**src/rtl/lcd_status_display.sv**
```systemverilog
// HD44780 16x2 character-LCD driver: power-up init, then endless rewrite of a
// status line (recorder state) and a time line (elapsed seconds).
module lcd_status_display #(
    parameter int P_PWR_WAIT = 16000,
    parameter int P_EN_HIGH  = 1,
    parameter int P_CMD_WAIT = 40,
    parameter int P_CLR_WAIT = 2000
) (
    input  logic       i_clk,
    input  logic       i_rst_n,
    input  logic [2:0] i_state,
    input  logic [5:0] i_times,
    output logic [7:0] o_LCD_DATA,
    output logic       o_LCD_EN,
    output logic       o_LCD_RS,
    output logic       o_LCD_RW,
    output logic       o_LCD_ON,
    output logic       o_LCD_BLON,
    output logic       o_ready
);

    localparam int MAX_A = (P_PWR_WAIT > P_CLR_WAIT) ? P_PWR_WAIT : P_CLR_WAIT;
    localparam int MAX_B = (P_CMD_WAIT > P_EN_HIGH) ? P_CMD_WAIT : P_EN_HIGH;
    localparam int MAXP  = (MAX_A > MAX_B) ? MAX_A : MAX_B;
    localparam int CW    = $clog2(MAXP + 1);

    localparam logic [CW-1:0] PWR_W = CW'(P_PWR_WAIT);
    localparam logic [CW-1:0] EN_W  = CW'(P_EN_HIGH);
    localparam logic [CW-1:0] CMD_W = CW'(P_CMD_WAIT);
    localparam logic [CW-1:0] CLR_W = CW'(P_CLR_WAIT);

    typedef enum logic [2:0] {
        T_PWR_WAIT, T_INIT, T_ADDR1, T_LINE1, T_ADDR2, T_LINE2
    } top_t;

    typedef enum logic [1:0] {W_SETUP, W_PULSE, W_HOLD, W_WAIT} wr_t;

    top_t          top_reg, top_next;
    wr_t           wr_reg;
    logic [3:0]    idx_reg, idx_next;
    logic [CW-1:0] cnt_reg;
    logic [CW-1:0] wait_len;
    logic [2:0]    snap_state_reg;
    logic [5:0]    snap_times_reg;
    logic [5:0]    tens_val, ones_val;
    logic [7:0]    data_reg, data_next;
    logic          rs_reg, rs_next;
    logic          en_reg, on_reg, ready_reg;
    logic          advance;

    function automatic logic [7:0] line1_char(input logic [2:0] st, input logic [3:0] idx);
        logic [127:0] s;
        case (st)
            3'd0:    s = "IDLE            ";
            3'd1:    s = "RECORD          ";
            3'd2:    s = "REC PAUSE       ";
            3'd3:    s = "PLAY            ";
            3'd4:    s = "PLAY PAUSE      ";
            default: s = "STATE ?         ";
        endcase
        return s[{4'd15 - idx, 3'b000} +: 8];
    endfunction

    function automatic logic [7:0] line2_char(input logic [5:0] tens, input logic [5:0] ones,
                                              input logic [3:0] idx);
        logic [127:0] s;
        s = {"TIME: ", 8'h30 + {2'b00, tens}, 8'h30 + {2'b00, ones}, " SEC    "};
        return s[{4'd15 - idx, 3'b000} +: 8];
    endfunction

    assign tens_val = snap_times_reg / 6'd10;
    assign ones_val = snap_times_reg % 6'd10;

    // Only the clear command needs the long settle time.
    assign wait_len = (!rs_reg && data_reg == 8'h01) ? CLR_W : CMD_W;

    assign advance = (top_reg == T_PWR_WAIT) ? (cnt_reg == PWR_W)
                                             : (wr_reg == W_WAIT && cnt_reg == wait_len);

    // Next byte position in the command/frame stream and its RS/DATA values.
    always_comb begin
        top_next  = top_reg;
        idx_next  = 4'(idx_reg + 4'd1);
        data_next = 8'h20;
        rs_next   = 1'b0;
        case (top_reg)
            T_PWR_WAIT: begin top_next = T_INIT;  idx_next = 4'd0; end
            T_INIT:     if (idx_reg == 4'd3) begin top_next = T_ADDR1; idx_next = 4'd0; end
            T_ADDR1:    begin top_next = T_LINE1; idx_next = 4'd0; end
            T_LINE1:    if (idx_reg == 4'd15) begin top_next = T_ADDR2; idx_next = 4'd0; end
            T_ADDR2:    begin top_next = T_LINE2; idx_next = 4'd0; end
            T_LINE2:    if (idx_reg == 4'd15) begin top_next = T_ADDR1; idx_next = 4'd0; end
            default:    begin top_next = T_PWR_WAIT; idx_next = 4'd0; end
        endcase
        case (top_next)
            T_INIT: begin
                case (idx_next[1:0])
                    2'd0:    data_next = 8'h38;
                    2'd1:    data_next = 8'h0C;
                    2'd2:    data_next = 8'h01;
                    default: data_next = 8'h06;
                endcase
            end
            T_ADDR1: data_next = 8'h80;
            T_LINE1: begin data_next = line1_char(snap_state_reg, idx_next); rs_next = 1'b1; end
            T_ADDR2: data_next = 8'hC0;
            T_LINE2: begin data_next = line2_char(tens_val, ones_val, idx_next); rs_next = 1'b1; end
            default: data_next = 8'h00;
        endcase
    end

    always_ff @(posedge i_clk or negedge i_rst_n) begin
        if (!i_rst_n) begin
            top_reg        <= T_PWR_WAIT;
            wr_reg         <= W_SETUP;
            idx_reg        <= 4'd0;
            cnt_reg        <= '0;
            snap_state_reg <= 3'd0;
            snap_times_reg <= 6'd0;
            data_reg       <= 8'h00;
            rs_reg         <= 1'b0;
            en_reg         <= 1'b0;
            on_reg         <= 1'b0;
            ready_reg      <= 1'b0;
        end else begin
            on_reg <= 1'b1;
            if (advance) begin
                top_reg  <= top_next;
                idx_reg  <= idx_next;
                data_reg <= data_next;
                rs_reg   <= rs_next;
                wr_reg   <= W_SETUP;
                if (top_reg == T_INIT && idx_reg == 4'd3)
                    ready_reg <= 1'b1;
                // The whole frame is rendered from inputs captured here.
                if (top_next == T_ADDR1) begin
                    snap_state_reg <= i_state;
                    snap_times_reg <= i_times;
                end
            end else if (top_reg == T_PWR_WAIT) begin
                cnt_reg <= cnt_reg + 1'b1;
            end else begin
                case (wr_reg)
                    W_SETUP: begin
                        en_reg  <= 1'b1;
                        cnt_reg <= CW'(1);
                        wr_reg  <= W_PULSE;
                    end
                    W_PULSE: begin
                        if (cnt_reg == EN_W) begin
                            en_reg <= 1'b0;
                            wr_reg <= W_HOLD;
                        end else begin
                            cnt_reg <= cnt_reg + 1'b1;
                        end
                    end
                    W_HOLD: begin
                        cnt_reg <= CW'(1);
                        wr_reg  <= W_WAIT;
                    end
                    default: cnt_reg <= cnt_reg + 1'b1;
                endcase
            end
        end
    end

    assign o_LCD_DATA = data_reg;
    assign o_LCD_EN   = en_reg;
    assign o_LCD_RS   = rs_reg;
    assign o_LCD_RW   = 1'b0;
    assign o_LCD_ON   = on_reg;
    assign o_LCD_BLON = on_reg;
    assign o_ready    = ready_reg;

endmodule

```
**config.mk**
```make
export PLATFORM = sky130hd
export DESIGN_NAME = lcd_status_display
export DESIGN_NICKNAME = d
export VERILOG_FILES = /design/src/rtl/lcd_status_display.sv
export SDC_FILE = /design/constraint.sdc
export NUM_CORES = 1
export LEC_CHECK = 0
export ABC_AREA = 1
export CORE_MARGIN = 3
export CORE_UTILIZATION = 29
export CTS_CLUSTER_SIZE = 24
export DETAILED_ROUTE_END_ITERATION = 10
export GPL_TIMING_DRIVEN = 0
export SLEW_MARGIN = 15
export SYNTH_ARGS = -nofsm -noshare
export SYNTH_HDL_FRONTEND = slang
export SYNTH_SLANG_ARGS = --single-unit
```
**constraint.sdc**
```tcl
create_clock -name i_clk -period 2.6 [get_ports i_clk]
set_input_delay 0.26 -clock i_clk [delete_from_list [all_inputs] [get_ports i_clk]]
set_output_delay 0.26 -clock i_clk [all_outputs]
set_load 0.05 [all_outputs]
```
==> results.toml <==
[status]
status = "complete, no violations"

[global_routing]
use_met3_pct = 2.06
gr-total-overflow = 0
grt_pass1_vias = 3121
antenna_found_initial = 0
use_met2_pct = 22.3
busiest_layer = "met2"
grt_usage_pct = 14.4
grt_pass1_wl_mm = 15.4
grt_start_max_net_pins = 25
grt_util_met1_pct = 21.6

[logic_synthesis]
synth_warnings = 0
yosysTopAreaCell = "dfrtp_1"
synth_edf_count = 0
synth.top_cell.area_share_pct = 32.5
async_flop_share_pct = 100
yosysMostFrequentCell = "nand2_1"
yosys_register_bits = 44
syn_area_per_cell_um2 = 6.77
synthDistinctLibCells = 44
ys_top_cells_by_count = "nand2_1 (132), inv_1 (59), nor2_1 (46)"
netlist_area_um2 = 3390
synthTopCellsByArea = "dfrtp_1 (32%), nand2_1 (15%), inv_1 (6.5%)"
synth_flop_cell = "dfrtp_1"
syn-instance-count = 501
yosysSeqAreaShare_pct = 32.5

[die]
die_w_um = 114
start_util_pct = 30.5
die_y_um = 114
ios = 25
dieArea_um2 = 13000
num_rows = 38
core-area_um2 = 11100

[run]
drv_cap = 0

[route]
vias = 3368
drtPass1Iterations = 5
drc = 0
wirelength_mm = 9.17
wl_per_cell_um = 13.5
vias_per_cell = 4.97
ant_nets = 0
drt-initial-drc-count = 250

[cells_and_area]
finish.instance_area_um2 = 4050
stdcell_count = 678
diodes = 0
drive_above_1_share_pct = 12.1
area_growth_pct = 19.3
final_nets = 561
largest_reg_flops = 14

[worst_hold_path]
hold_class = "reg -> reg"

[power_and_ir_drop]
p_leak_nw = 1.94
ir_worst_vdd_v = 0.000263
power_density_nw_per_um2 = 339

[clock_network]
clockBufferDepth = 2
cts_sinks = 44
htreeDepth = 2
tritoncts = "done"
clkTransAtPathRegs_ns = 0.06
numCtsBuffers = 5
clock_latency_ns = 0.28
cts_root_buf = "clkbuf_16"

[place]
dp.final_hpwl_mm = 7.17
placed_cells = 666
io_buffers = 23
place.gp.congestion = 0.981
placed_area_um2 = 3820
preCtsSetupSlack_ns = 0.0999

[sta]
slew-limit-headroom_pct = 50.6
rsz0062_at_grt = "yes"
setup_viol = 0
tightest_slew_ns = 0.737
fin_crit_sh_pct = 93.3
max_freq_mhz = 412
hold_violations = 0
fin_skew_ns = 0.00309
worst_slack_ns = 0.175
layout_min_cycle_time_ns = 2.42
slew_violations = 0

[critical_path]
rrSetupSlack_ns = 0.18
critical_path_required_ns = 2.76
cp-end-kind = "flip-flop"
worstSetupStartpointType = "flip-flop"
crit_type = "reg -> reg"
cp.arrival_ns = 2.59
crit_path_max_fanout = 4
## where the power goes
group	total [mW]	internal [mW]	switching [mW]
Combinational	0.0501	0.0226	0.0275
Clock	0.634	0.379	0.255
Sequential	0.686	0.685	0.000342
Total	1.37	1.09	0.283
## worst max-delay path, stage by stage, from the launching register on
cell and delay [ns]:
dfrtp_1 0.38, buf_4 0.16, nand3_4 0.10, nand4_4 0.09
nand2_2 0.10, nand2_1 0.06, and2_4 0.17, ha_1 0.17
inv_1 0.05, nand4_1 0.08, ha_1 0.33, nand2_1 0.07
nand3_2 0.05, nand3_1 0.08, a22o_1 0.19, a21boi_1 0.16
o21ai_1 0.07
## metrics by stage
step	utilization, %	setup TNS (ns)	hold WS (ns)	power, mW
after floorplan	-	0	-0.0356	0.711
after global placement	34.2	0	0.458	0.744
after detailed placement	34.4	0	0.269	0.749
after CTS	35.8	0	0.477	1.38
after global routing	36.4	-0.00417	0.511	1.42
final	36.4	0	0.474	1.37
## cells by family after synthesis
| group | Yosys count | synth area share (%) |
|---|---|---|
| compound gates | 90 | 16.1 |
| xor+xnor | 6 | 1.55 |
| fa+ha+maj | 13 | 4.80 |
| buf+inv | 80 | 9.82 |
| flops | 44 | 32.5 |
| mux | 1 | 0.332 |
| other cells | 2 | 0.221 |
| simple gates | 265 | 34.7 |
## metal layers
| layer | vias to the layer above | routed length (um) |
|---|---|---|
| met3 | 8 | 464 |
| met5 | - | 0 |
| met4 | 0 | 74 |
| met2 | 100 | 3990 |
| li1 | 1719 | - |
| met1 | 1541 | 4640 |
## repair_timing
item	CTS	global route
hold endpoints to repair	20	0
buffers inserted	0	3
endpoints found under the setup margin	0	3
hold buffers	1	0
resized for setup	0	15
## final timing paths
check                                       start           endpoint  cells after the start
worst max-delay path            snap_times_reg[5]      o_LCD_DATA[5]                     16
worst min-delay path            snap_times_reg[0]  snap_times_reg[0]                      2
min in group asynchronous                 i_rst_n         cnt_reg[1]                      2
max in group asynchronous                 i_rst_n         idx_reg[1]                      3
worst max register to register  snap_times_reg[5]      o_LCD_DATA[5]                     16
worst min register to register  snap_times_reg[0]  snap_times_reg[0]                      2
## final cells by class
cell class | count | area (um^2)
timing repair buffer | 28 | 285
sequential | 44 | 1100
clock buffer | 6 | 139
tap | 140 | 175
fill | 1222 | 7080
multi-input combinational | 378 | 2000
clock inverter | 2 | 10.0
inverter | 66 | 250
buffer | 14 | 86.3
## cell usage in the layout (no fill, tap or decap), drive strengths merged, types with 12 or more instances in the layout
| cell | instances |
|---|---|
| nor3 | 12 |
| nand3 | 46 |
| ha | 13 |
| dfrtp | 44 |
| clkdlybuf4s50 | 22 |
| buf | 15 |
| a21oi | 21 |
| nand2 | 139 |
| nor2 | 50 |
| o21ai | 42 |
| inv | 66 |
Power figures use the tool's default switching activity.
